--- config.mk ---
export PLATFORM = sky130hd
export DESIGN_NAME = pulse_gen_flat
export DESIGN_NICKNAME = d
export VERILOG_FILES = /design/src/rtl/pulse_gen_if.sv /design/src/rtl/pulse_gen.sv /design/src/flat_wrapper.sv
export SDC_FILE = /design/constraint.sdc
export NUM_CORES = 1
export LEC_CHECK = 0
export CAP_MARGIN = 20
export CORE_UTILIZATION = 30
export DETAILED_ROUTE_END_ITERATION = 12
export RECOVER_POWER = 25
export SLEW_MARGIN = 20
export SYNTH_ARGS = -nofsm -noshare
export SYNTH_HDL_FRONTEND = slang
export SYNTH_SLANG_ARGS = --single-unit
--- constraint.sdc ---
create_clock -name clk -period 6.9 [get_ports clk]
set_input_delay 1.035 -clock clk [delete_from_list [all_inputs] [get_ports clk]]
set_output_delay 1.035 -clock clk [all_outputs]
set_load 0.01 [all_outputs]
--- src/rtl/pulse_gen_if.sv ---
// pulse_gen_if: config, start/stop and status signals of the pulse generator
interface pulse_gen_if #(
  parameter int CH    = 4,
  parameter int CNT_W = 16
);
  localparam int CH_W = $clog2(CH);
  logic             cfg_we;
  logic [CH_W-1:0]  cfg_ch;
  logic [CNT_W-1:0] cfg_period;
  logic [CNT_W-1:0] cfg_width;
  logic             cfg_oneshot;
  logic [CH-1:0]    start;
  logic [CH-1:0]    stop;
  logic             us_tick;
  logic [CH-1:0]    pulse_out;
  logic [CH-1:0]    busy;
  logic [CH-1:0]    done;
  modport master (
    output cfg_we, cfg_ch, cfg_period, cfg_width, cfg_oneshot, start, stop,
    input  us_tick, pulse_out, busy, done
  );
  modport slave (
    input  cfg_we, cfg_ch, cfg_period, cfg_width, cfg_oneshot, start, stop,
    output us_tick, pulse_out, busy, done
  );
endinterface

--- src/rtl/pulse_gen.sv ---
// pulse_gen: multi-channel periodic/one-shot pulse generator timed in microseconds
module pulse_gen #(
  parameter int CLK_MHZ = 50,
  parameter int CH      = 4,
  parameter int CNT_W   = 16
) (
  input logic        clk,
  input logic        rst_n,
  pulse_gen_if.slave bus
);
  localparam int CH_W = $clog2(CH);
  localparam int PW   = $clog2(CLK_MHZ);
  typedef enum logic [1:0] {IDLE, HIGH, LOW} state_t;
  logic [PW-1:0] pre;
  logic          tick;
  logic [CH-1:0] po, bsy, dn;
  always_ff @(posedge clk or negedge rst_n)
    if (!rst_n) begin
      pre  <= '0;
      tick <= 1'b0;
    end else begin
      pre  <= (pre == PW'(CLK_MHZ - 1)) ? '0 : pre + 1'b1;
      tick <= pre == PW'(CLK_MHZ - 1);
    end
  assign bus.us_tick   = tick;
  assign bus.pulse_out = po;
  assign bus.busy      = bsy;
  assign bus.done      = dn;
  for (genvar i = 0; i < CH; i++) begin : g_ch
    state_t           st, st_n;
    logic [CNT_W-1:0] cp, cw, ap, aw, cnt, ap_n, aw_n, cnt_n, cnt1;
    logic             co, ao, ao_n, po_r, dn_r, dn_n, wr, go;
    assign wr   = bus.cfg_we && bus.cfg_ch == CH_W'(i);
    assign go   = bus.start[i] && cp != '0;
    assign cnt1 = cnt + 1'b1;
    // period end outranks the width match, so width >= period keeps the output high
    always_comb begin
      st_n  = st;
      cnt_n = cnt;
      ap_n  = ap;
      aw_n  = aw;
      ao_n  = ao;
      dn_n  = 1'b0;
      if (bus.stop[i]) st_n = IDLE;
      else if (go) begin
        ap_n  = cp;
        aw_n  = cw;
        ao_n  = co;
        cnt_n = '0;
        st_n  = cw != '0 ? HIGH : LOW;
      end else if (st != IDLE && tick) begin
        cnt_n = cnt1;
        if (cnt1 == ap) begin
          cnt_n = '0;
          dn_n  = ao;
          if (!ao) begin
            ap_n = cp;
            aw_n = cw;
            ao_n = co;
          end
          st_n = (ao || cp == '0) ? IDLE : cw != '0 ? HIGH : LOW;
        end else if (cnt1 == aw) st_n = LOW;
      end
    end
    always_ff @(posedge clk or negedge rst_n)
      if (!rst_n) begin
        st   <= IDLE;
        cnt  <= '0;
        cp   <= '0;
        cw   <= '0;
        co   <= 1'b0;
        ap   <= '0;
        aw   <= '0;
        ao   <= 1'b0;
        po_r <= 1'b0;
        dn_r <= 1'b0;
      end else begin
        if (wr) begin
          cp <= bus.cfg_period;
          cw <= bus.cfg_width;
          co <= bus.cfg_oneshot;
        end
        st   <= st_n;
        cnt  <= cnt_n;
        ap   <= ap_n;
        aw   <= aw_n;
        ao   <= ao_n;
        po_r <= st_n == HIGH;
        dn_r <= dn_n;
      end
    assign po[i]  = po_r;
    assign dn[i]  = dn_r;
    assign bsy[i] = st != IDLE;
  end
endmodule

--- src/flat_wrapper.sv ---
// flat-port wrapper written by rule: the top's interface ports become plain ports
module pulse_gen_flat 
#(
  parameter int CLK_MHZ = 50,
  parameter int CH      = 4,
  parameter int CNT_W   = 16
)
  (clk, rst_n, bus_cfg_we, bus_cfg_ch, bus_cfg_period, bus_cfg_width, bus_cfg_oneshot, bus_start, bus_stop, bus_us_tick, bus_pulse_out, bus_busy, bus_done);
  pulse_gen_if #(.CH(CH), .CNT_W(CNT_W)) bus_i ();
  input logic clk;
  input logic rst_n;
  input wire logic [$bits(bus_i.cfg_we)-1:0] bus_cfg_we;
  input wire logic [$bits(bus_i.cfg_ch)-1:0] bus_cfg_ch;
  input wire logic [$bits(bus_i.cfg_period)-1:0] bus_cfg_period;
  input wire logic [$bits(bus_i.cfg_width)-1:0] bus_cfg_width;
  input wire logic [$bits(bus_i.cfg_oneshot)-1:0] bus_cfg_oneshot;
  input wire logic [$bits(bus_i.start)-1:0] bus_start;
  input wire logic [$bits(bus_i.stop)-1:0] bus_stop;
  output wire logic [$bits(bus_i.us_tick)-1:0] bus_us_tick;
  output wire logic [$bits(bus_i.pulse_out)-1:0] bus_pulse_out;
  output wire logic [$bits(bus_i.busy)-1:0] bus_busy;
  output wire logic [$bits(bus_i.done)-1:0] bus_done;
  assign bus_i.cfg_we = bus_cfg_we;
  assign bus_i.cfg_ch = bus_cfg_ch;
  assign bus_i.cfg_period = bus_cfg_period;
  assign bus_i.cfg_width = bus_cfg_width;
  assign bus_i.cfg_oneshot = bus_cfg_oneshot;
  assign bus_i.start = bus_start;
  assign bus_i.stop = bus_stop;
  assign bus_us_tick = bus_i.us_tick;
  assign bus_pulse_out = bus_i.pulse_out;
  assign bus_busy = bus_i.busy;
  assign bus_done = bus_i.done;
  pulse_gen #(.CLK_MHZ(CLK_MHZ), .CH(CH), .CNT_W(CNT_W)) u_core (.clk(clk), .rst_n(rst_n), .bus(bus_i));
endmodule
==> impl_results.md <==
- Worst setup path class: reg2reg
- Worst-Margin Slew: between 2 and 3 ns
- Total CTS buffers: 41
- Setup Buffers After CTS: 0
- Final Skew: 0.0256 ns
- Seq cells post-synth: 351
- Worst vdd ir: 0.177 mV
- H-Tree Depth: 2
- TNS Setup: 0 ns
- Tot GR Track Use: 0.167
- Pleak: 8.79 nW
- Rel. slew slack: -0.828
- Clock Tree Root: clkbuf_16
- Drt wl/cell: 21.1 um
- Core box area: 0.0643 mm^2
- Finished Layout Cells: 2646
- Final WL: 55.9 mm
- Post-DP HPWL: roughly 39 mm
- Post-route ant nets: 0
- Fin nets: 1808
- Setup Viol. Count Final: 0
- DIE AREA: 0.0661 mm^2
- Syn. warnings: 0
- Placed insts: 2568
- Period utilization: 0.628
- FF-to-FF path depth: 8
- Grt ovf: 0
- CTS tree: yes
- Worst Path Required: 7.34 ns
- IO Count: 59
- Final Max Slew Viols: roughly 110
- Number of port buffers: 58
- Crit path max fanout: 32
- Rows: 93
- Kind of end point of the critical path: register
- Largest net degree at the start of global routing: 147
- Area of the multi-input gates: 0.0101 mm^2
- FF-to-FF End: u_core.g_ch[3].ap[2]
- Min-delay worst type: in2async
- Predominant post-synthesis flop cell: dfrtp_1
- Register area share after synthesis: 0.450
- Die W: 257 um
- Synthesized net count: 1813
- Mapped Area: 0.0195 mm^2
- RSZ-0062 raised after global routing: no
- Power density cells: between 200 and 300 mW/mm^2
- Hold Violations, Final: 0
- Filler instances: 6399
- Final Hold Slack: 0.472 ns
- Crit Reg-Reg Startpoint: u_core.g_ch[3].cnt[2]
- Clk_lat worst skew: 0.57 ns
- Final min period: roughly 4.3 ns
- Fmax: 0.231 GHz
- DRC: 0
- DR pass1 iterations: 5
- Ys async rst share: 1.00
- 1st-iter DRT viols: 1094
- Max-Cap Viols: 1
- R2R Setup Slk: 2.57 ns
- CTS Hold Bufs: 0
- CTS max path bufs: 3
- Initial Util: 0.303
- Failing checks: max-capacitance violations, max-slew violations
- DR vias/cell: 5.43
- Synth cell types: 90
- Status: finished with violations
- Startpoint Class: register
- Gate Count Post-Synth: about 1800
- Clk pin slew, worst setup/hold paths: 0.06 ns
- Routability cong.: 0.894
- Area grow syn2layout: 13.7%
- DR vias: 14400
- Post-CTS sizing: 0
- Mean post-synth cell area: roughly 11 um^2
- Vert. Die Dim: 257 um
- Arr. time, crit path: 4.78 ns
- Vias in the first global route: 14100
- First-pass GRT wire length: about 86 mm
- Storage cell area: 0.00878 mm^2
- CTS Sinks: 351
- Layout cells sized above 1: 0.219
- EDFF count, synth: 0
- Initial antenna violation count: 4
## placed cells by master (no fill, tap or decap), types with 8 or more instances in the layout
master / instances
a211oi_1: 10
a21oi_1: 44
and3_1: 20
nor4_1: 54
clkbuf_8: 9
a21boi_0: 9
o31ai_1: 12
a21o_1: 12
and4_1: 13
nor3_1: 40
nor2_1: 62
nand4_1: 35
xor2_1: 53
o21a_1: 12
or3_1: 18
nand2_1: 74
or4_1: 13
nand2b_1: 20
clkbuf_16: 43
xnor2_1: 99
mux2_4: 30
xnor3_1: 10
o21ai_0: 72
mux2_2: 231
buf_4: 8
and2_1: 13
a31oi_1: 44
nand3b_1: 10
nor2b_1: 13
dfrtp_1: 351
clkdlybuf4s50_1: 57
nand3_1: 43
nor3b_1: 17
o211ai_1: 15
inv_1: 35
## sequential cells by signal (all words and copies together), names as in the netlist
signal,cells
u_core.g_ch.ap,64
u_core.g_ch.aw,64
u_core.g_ch.cnt,64
u_core.g_ch.cp,64
u_core.g_ch.cw,64
u_core.g_ch.st,8
u_core.pre,6
u_core.g_ch.ao,4
u_core.g_ch.co,4
u_core.g_ch.dn_r,4
u_core.g_ch.po_r,4
u_core.bus.us_tick,1
## per-stage QoR
stage               instance area [um^2]  setup slack (ns)  power, mW  utilization
floorplan                          19500              3.76       3.71            -
global placement                   20700              2.73       4.14        0.322
detailed placement                 20700              2.60       4.17        0.322
CTS                                22200              2.56       6.52        0.345
global route                       22200              2.12       6.77        0.345
finish                             22200              2.57       6.46        0.345
## per-layer routing
layer  share of wire  global-route usage  wire length (um)
met1            0.47               0.241             26400
met2            0.44               0.249             24700
met3           0.054              0.0289              3010
met4           0.031              0.0608              1760
met5               0                   0                 0
## power breakdown
part	switching, mW	internal (mW)	leakage (nW)
logic	0.543	0.709	3.75
registers	0.430	2.46	4.33
clock network	0.924	1.40	0.704
total	1.90	4.56	8.79
## Yosys cell counts, types with 30 or more instances
master / instances / share of area
nand4_1: 35 / 0.011
nand3_1: 44 / 0.011
clkbuf_1: 53 / 0.010
dfrtp_1: 351 / 0.45
xnor2_1: 99 / 0.044
nor3_1: 40 / 0.010
xor2_1: 53 / 0.024
nor2_1: 62 / 0.012
nand2_1: 74 / 0.014
mux2_2: 231 / 0.13
mux2_4: 30 / 0.023
a21oi_1: 46 / 0.012
inv_1: 35 / 0.0067
a31oi_1: 44 / 0.014
o21ai_0: 72 / 0.018
buf_2: 40 / 0.010
nor4_1: 54 / 0.017
## how the worst max path moves through the flow
stage | startpoint | endpoint
finish | u_core.g_ch[3].cnt[2] | u_core.g_ch[3].ap[2]
global route | u_core.g_ch[3].cnt[2] | u_core.g_ch[3].ap[7]
CTS | u_core.g_ch[3].cnt[2] | u_core.g_ch[3].ap[11]
detailed placement | u_core.g_ch[3].cnt[2] | u_core.g_ch[3].ap[12]
global placement | u_core.g_ch[3].cnt[2] | u_core.g_ch[3].ap[14]
floorplan | u_core.g_ch[3].cnt[0] | u_core.g_ch[3].ap[0]
## critical path, stage by stage (launching register included)
cell	delay, ns
dfrtp_1	0.57
nand3_1	0.55
nor4_1	0.73
mux2i_1	0.31
o21ai_0	0.13
nor4_1	0.39
nand4_1	0.21
a21oi_4	0.87
mux2_2	0.42
## kinds of logic (layout without fill, tap and decap cells)
logic type | after synthesis | after routing | share of synthesized area
multiplexers | 267 | 267 | 0.160
adder cells (fa/ha/maj) | 7 | 7 | 0.00436
flip-flops | 351 | 351 | 0.450
other | 0 | 2 | 0
buffers and inverters | 151 | 179 | 0.0360
AO/OA/AOI/OAI | 324 | 324 | 0.114
AND/OR/NAND/NOR | 499 | 499 | 0.156
XOR/XNOR | 162 | 162 | 0.0798
## layout make-up
type | count | area share
multi-input cells | 1259 | 0.454
flip-flops and latches | 351 | 0.396
clock buffers | 57 | 0.0549
well taps | 855 | 0.0482
repair buffers | 68 | 0.0302
clock inverters | 19 | 0.0104
inverters | 35 | 0.00592
diodes | 2 | 0.000226
(Power assumes the default switching activity.)
==> patch 1 (same settings) <==
`CH` is set to 4 in 3 places; all go to 8.
--- a/src/rtl/pulse_gen_if.sv
+++ b/src/rtl/pulse_gen_if.sv
@@ -1,5 +1,5 @@
 // pulse_gen_if: config, start/stop and status signals of the pulse generator
 interface pulse_gen_if #(
-  parameter int CH    = 4,
+  parameter int CH    = 8,
   parameter int CNT_W = 16
 );
--- a/src/rtl/pulse_gen.sv
+++ b/src/rtl/pulse_gen.sv
@@ -2,5 +2,5 @@
 module pulse_gen #(
   parameter int CLK_MHZ = 50,
-  parameter int CH      = 4,
+  parameter int CH      = 8,
   parameter int CNT_W   = 16
 ) (
--- a/src/flat_wrapper.sv
+++ b/src/flat_wrapper.sv
@@ -3,5 +3,5 @@
 #(
   parameter int CLK_MHZ = 50,
-  parameter int CH      = 4,
+  parameter int CH      = 8,
   parameter int CNT_W   = 16
 )
Interface: changed (6 resized); port bits go from 59 to 80. The function was not compared with the original's and may differ.
==> patch 1 against the unedited design <==
The run still ends with capacitance limit, slew limit left; sequential cell count is 344 higher; worst setup slack worse by 120 ps; critical endpoint is now u_core.g_ch[3].aw[8]; cell area up 89%; routed wire length up 87%; total power up 95%; sequential share of layout area increased by 2.0 points; critical path type unchanged; synthesized area is 91% higher; highest routed layer is now met5; first-iteration DRC count up 94%; largest cell class unchanged.
==> patch 1: results (changes against the unedited design) <==
[grt]
grt_usage_pct = 16.5  ; was 16.7%
grt.met2_usage_pct = 26.1  ; was 24.9%
grt_pass1_wl_um = 162000  ; was 86200 µm
grtUsageMet3_pct = 1.95  ; was 2.89%
grt_max_degree = 168  ; was 147
grt_pass1_vias = 25900  ; was 14.1k
met1_usage_pct = 23.1  ; was 24.1%
antenna_found_initial = 14  ; was 4

[power]
peakVddDrop_mv = 0.153  ; was 0.177 mV
p_leak_nw = 16.7  ; was 8.79 nW
p_sw_share_pct = 29.7  ; was 29.4%

[sta]
maxSlewViolCount = 386  ; was 107
relSlewSlack_pct = -129  ; was -82.8%
layout_min_cycle_time_ps = 4450  ; was 4330 ps
fin_hold_ws_ps = 388  ; was 472 ps
skew_ps = 20.5  ; was 25.6 ps

[job]
cap_violations = 5  ; was 1

[final_layout]
nNetsFinal = 3406  ; was 1808
final_layout_size_suffix_gt1_share_pct = 20.8  ; was 21.9%

[synth]
synthXorXnorAreaFrac_pct = 8.45  ; was 7.98%
synth_common_cells = dfrtp_1 (695), mux2_2 (460), xnor2_1 (207), nand2_1 (201), o21ai_0 (139)  ; was dfrtp_1 (351), mux2_2 (231), xnor2_1 (99), nand2_1 (74), o21ai_0 (72)
synth_fa_ha_area_share_pct = 0.362  ; was 0.436%
yosys-top-cells-area = dfrtp_1 (47%), mux2_2 (14%), xnor2_1 (4.9%), xor2_1 (2.3%), nand2_1 (2.0%)  ; was dfrtp_1 (45%), mux2_2 (13%), xnor2_1 (4.4%), xor2_1 (2.4%), mux2_4 (2.3%)
yosysSeqAreaShare_pct = 46.6  ; was 45.0%
synth_compound_area_share_pct = 9.51  ; was 11.4%

[placement]
dp_slack_ps = 2610  ; was 2600 ps
hpwl_um = 71600  ; was 39400 µm

[route]
routedWlPerCell_um = 20.8  ; was 21.1 µm
drtIter0Drc = 2124  ; was 1094
top_layer = met5  ; was met4
wl_met2_um = 48100  ; was 24700 µm
vias_per_cell = 5.33  ; was 5.43
wl_met3_um = 5320  ; was 3010 µm
met1Wirelength_um = 47500  ; was 26400 µm
first_pass_iters = 6  ; was 5

[clock_tree]
cts_max_level = 3  ; was 2
clock_latency_ps = 630  ; was 570 ps
numCtsBuffers = 74  ; was 41

[worst_setup_path]
critPathMaxStageDelay_ps = 780  ; was 870 ps
r2r-start = u_core.g_ch[3].cnt[7]  ; was u_core.g_ch[3].cnt[2]
crit_path_top_delay_cell = nor4_2  ; was a21oi_4
r2r_setup_slack_ps = 2450  ; was 2570 ps
critPathArrivalTime_ps = 4960  ; was 4780 ps

[outcome]
status = finished with violations  ; unchanged
violations = capacitance limit, slew limit  ; unchanged

-- patch 1: power groups by stage --
stage	sequential, mW	combinational [mW]	clock [mW]
2_1_floorplan	5.59	2.03	0
3_3_place_gp	5.97	2.49	0
3_5_place_dp	6.00	2.54	0
4_1_cts	5.93	2.56	4.24
5_1_grt	6.06	2.78	4.39
6_report	5.93	2.54	4.11
-- patch 1: metrics by stage --
stage / std cells / area (µm²)
finish: 5026 / 41800
global placement: 4890 / 39400
detailed placement: 4890 / 39400
CTS: 5022 / 41900
floorplan: 3381 / 37300
global route: 5022 / 41800
-- patch 1: final cells by class --
class | instances | area, µm²
flip-flops and latches | 695 | 17400
multi-input cells | 2413 | 18700
fillers | 12200 | 80700
clock inverters | 32 | 378
inverters | 47 | 176
diodes | 4 | 10.0
well taps | 1625 | 2030
repair buffers | 110 | 1020
clock buffers | 100 | 2120
==> patch 2 (same flow settings) <==
Made on the original files. Make the reset (`rst_n`) synchronous in 2 clocked blocks.
--- a/src/rtl/pulse_gen.sv
+++ b/src/rtl/pulse_gen.sv
@@ -15,5 +15,5 @@
   logic          tick;
   logic [CH-1:0] po, bsy, dn;
-  always_ff @(posedge clk or negedge rst_n)
+  always_ff @(posedge clk)
     if (!rst_n) begin
       pre  <= '0;
@@ -63,5 +63,5 @@
       end
     end
-    always_ff @(posedge clk or negedge rst_n)
+    always_ff @(posedge clk)
       if (!rst_n) begin
         st   <= IDLE;
Formal check against the unedited RTL: differs if rst_n is asserted again (counterexample within 4 cycles, from zero or initial values and one cycle with rst_n low); with rst_n held inactive, the same outputs for 4 cycles.
==> patch 2 against the unedited design <==
The run still ends with capacitance limit, slew limit left; sequential cell count did not move; routed wire length fell by 7.9%; global-route usage rose by 0.21 points; worst setup slack got worse by 560 ps; worst hold slack got worse by 22 ps; maximum frequency fell by 11%; synthesized area fell by 9.3%; synthesized cell count rose by 24%; cell area fell by 11%; critical endpoint is now u_core.g_ch[0].aw[5].
Power is not compared: it rests on default switching activity, and its combinational part moved more than twofold at a synthesized area within 25%.
==> patch 2: results (changes against the unedited design) <==
[worst_setup_path]
critPathLaunchType = input pin  ; was register
ff2ff_path_depth = 11  ; was 8
critPathLaunch = rst_n  ; was u_core.g_ch[3].cnt[2]
critPathArrivalTime_ps = 5190  ; was 4780 ps
critPathMaxStageDelay_ps = 2380  ; was 870 ps
crit_path_top_delay_cell = clkbuf_1  ; was a21oi_4
r2r-start = u_core.g_ch[3].cnt[0]  ; was u_core.g_ch[3].cnt[2]

[outcome]
status = finished with violations  ; unchanged
violations = capacitance limit, slew limit  ; unchanged

[synth]
synth-async-reset-ratio_pct = 0  ; was 100%
synth_common_cells = nand2_1 (393), dfxtp_1 (351), nor2_1 (221), a21oi_1 (176), xnor2_1 (128)  ; was dfrtp_1 (351), mux2_2 (231), xnor2_1 (99), nand2_1 (74), o21ai_0 (72)
synth_compound_area_share_pct = 11.9  ; was 11.4%
synth_fa_ha_area_share_pct = 0.424  ; was 0.436%
yosys-top-cells-area = dfxtp_1 (40%), nand2_1 (8.3%), xnor2_1 (6.3%), mux2i_1 (5.7%), a21oi_1 (5.0%)  ; was dfrtp_1 (45%), mux2_2 (13%), xnor2_1 (4.4%), xor2_1 (2.4%), mux2_4 (2.3%)
syn_area_per_cell_um2 = 8.11  ; was 11.1 µm²

[min_path]
hold_class = register to register  ; was input pin to asynchronous set/reset pin

[sta]
maxSlewViolCount = 212  ; was 107
tightestPinTransition_ps = 3280  ; was 2740 ps
skew_ps = 27.8  ; was 25.6 ps

[route]
vias = 15000  ; was 14.4k
routedWlPerCell_um = 17.6  ; was 21.1 µm

[grt]
grt_usage_pct = 16.9  ; was 16.7%
grt_max_degree = 110  ; was 147

[job]
cap_violations = 4  ; was 1

[placement]
hpwl_um = 37500  ; was 39400 µm
gp_congestion = 0.918  ; was 0.894
placed_area_um2 = 18600  ; was 20700 µm²

[final_layout]
antenna_cells = 0  ; was 2
fillCellCount = 5962  ; was 6399

[clock_tree]
numCtsBuffers = 39  ; was 41

-- patch 2: per-layer routing --
metal  vias to the layer above  routed length [µm]  global-route usage, %
met2                       391               24000                   27.5
met5                         -                  24                      0
met4                         4                1410                   5.86
met1                      7115               23500                   22.9
met3                        81                2570                   2.22
li1                       7402                   -                      -
-- patch 2: cells by family after synthesis --
logic type | after synthesis
AO/OA/AOI/OAI | 351
XOR/XNOR | 210
adder cells (fa/ha/maj) | 6
buffers and inverters | 190
flip-flops | 351
multiplexers | 105
AND/OR/NAND/NOR | 970
-- patch 2: path summary, 6_finish.rpt --
path / endpoint / slack [ps]
max: u_core.g_ch[0].aw[5] / 2000
min: u_core.g_ch[2].ap[12] / 450
max reg2reg: u_core.g_ch[3].ap[0] / 2980
min reg2reg: u_core.g_ch[2].ap[12] / 450
-- patch 2: final cells by class --
type	count	share of cell area, %
Timing Repair Buffer	71	3.34
Clock buffer	54	5.56
Inverter	23	0.460
Clock inverter	17	0.946
Tap cell	765	4.82
Multi-Input combinational cell	1642	49.5
Sequential cell	351	35.4
-- patch 2: through the flow --
step / worst slack (ps) / util, % / hold WS (ps)
global route: 1610 / 34.2 / 487
detailed placement: 2990 / 32.0 / 446
floorplan: 3990 / - / 425
finish: 2000 / 34.2 / 450
CTS: 2970 / 34.2 / 455
global placement: 2770 / 31.9 / 444
-- patch 2: power groups by stage --
| stage | clock network [mW] | registers [mW] | logic, mW |
|---|---|---|---|
| floorplan | 0 | 2.13 | 0.254 |
| global placement | 0 | 2.15 | 0.364 |
| CTS | 2.17 | 2.11 | 0.371 |
| finish | 2.12 | 2.11 | 0.368 |
| detailed placement | 0 | 2.15 | 0.370 |
| global route | 2.25 | 2.11 | 0.401 |
-- patch 2: worst min-delay path: stages (launching register included) --
cell and delay (ps):
dfxtp_1 310, nand2_1 50, o21ai_1 50
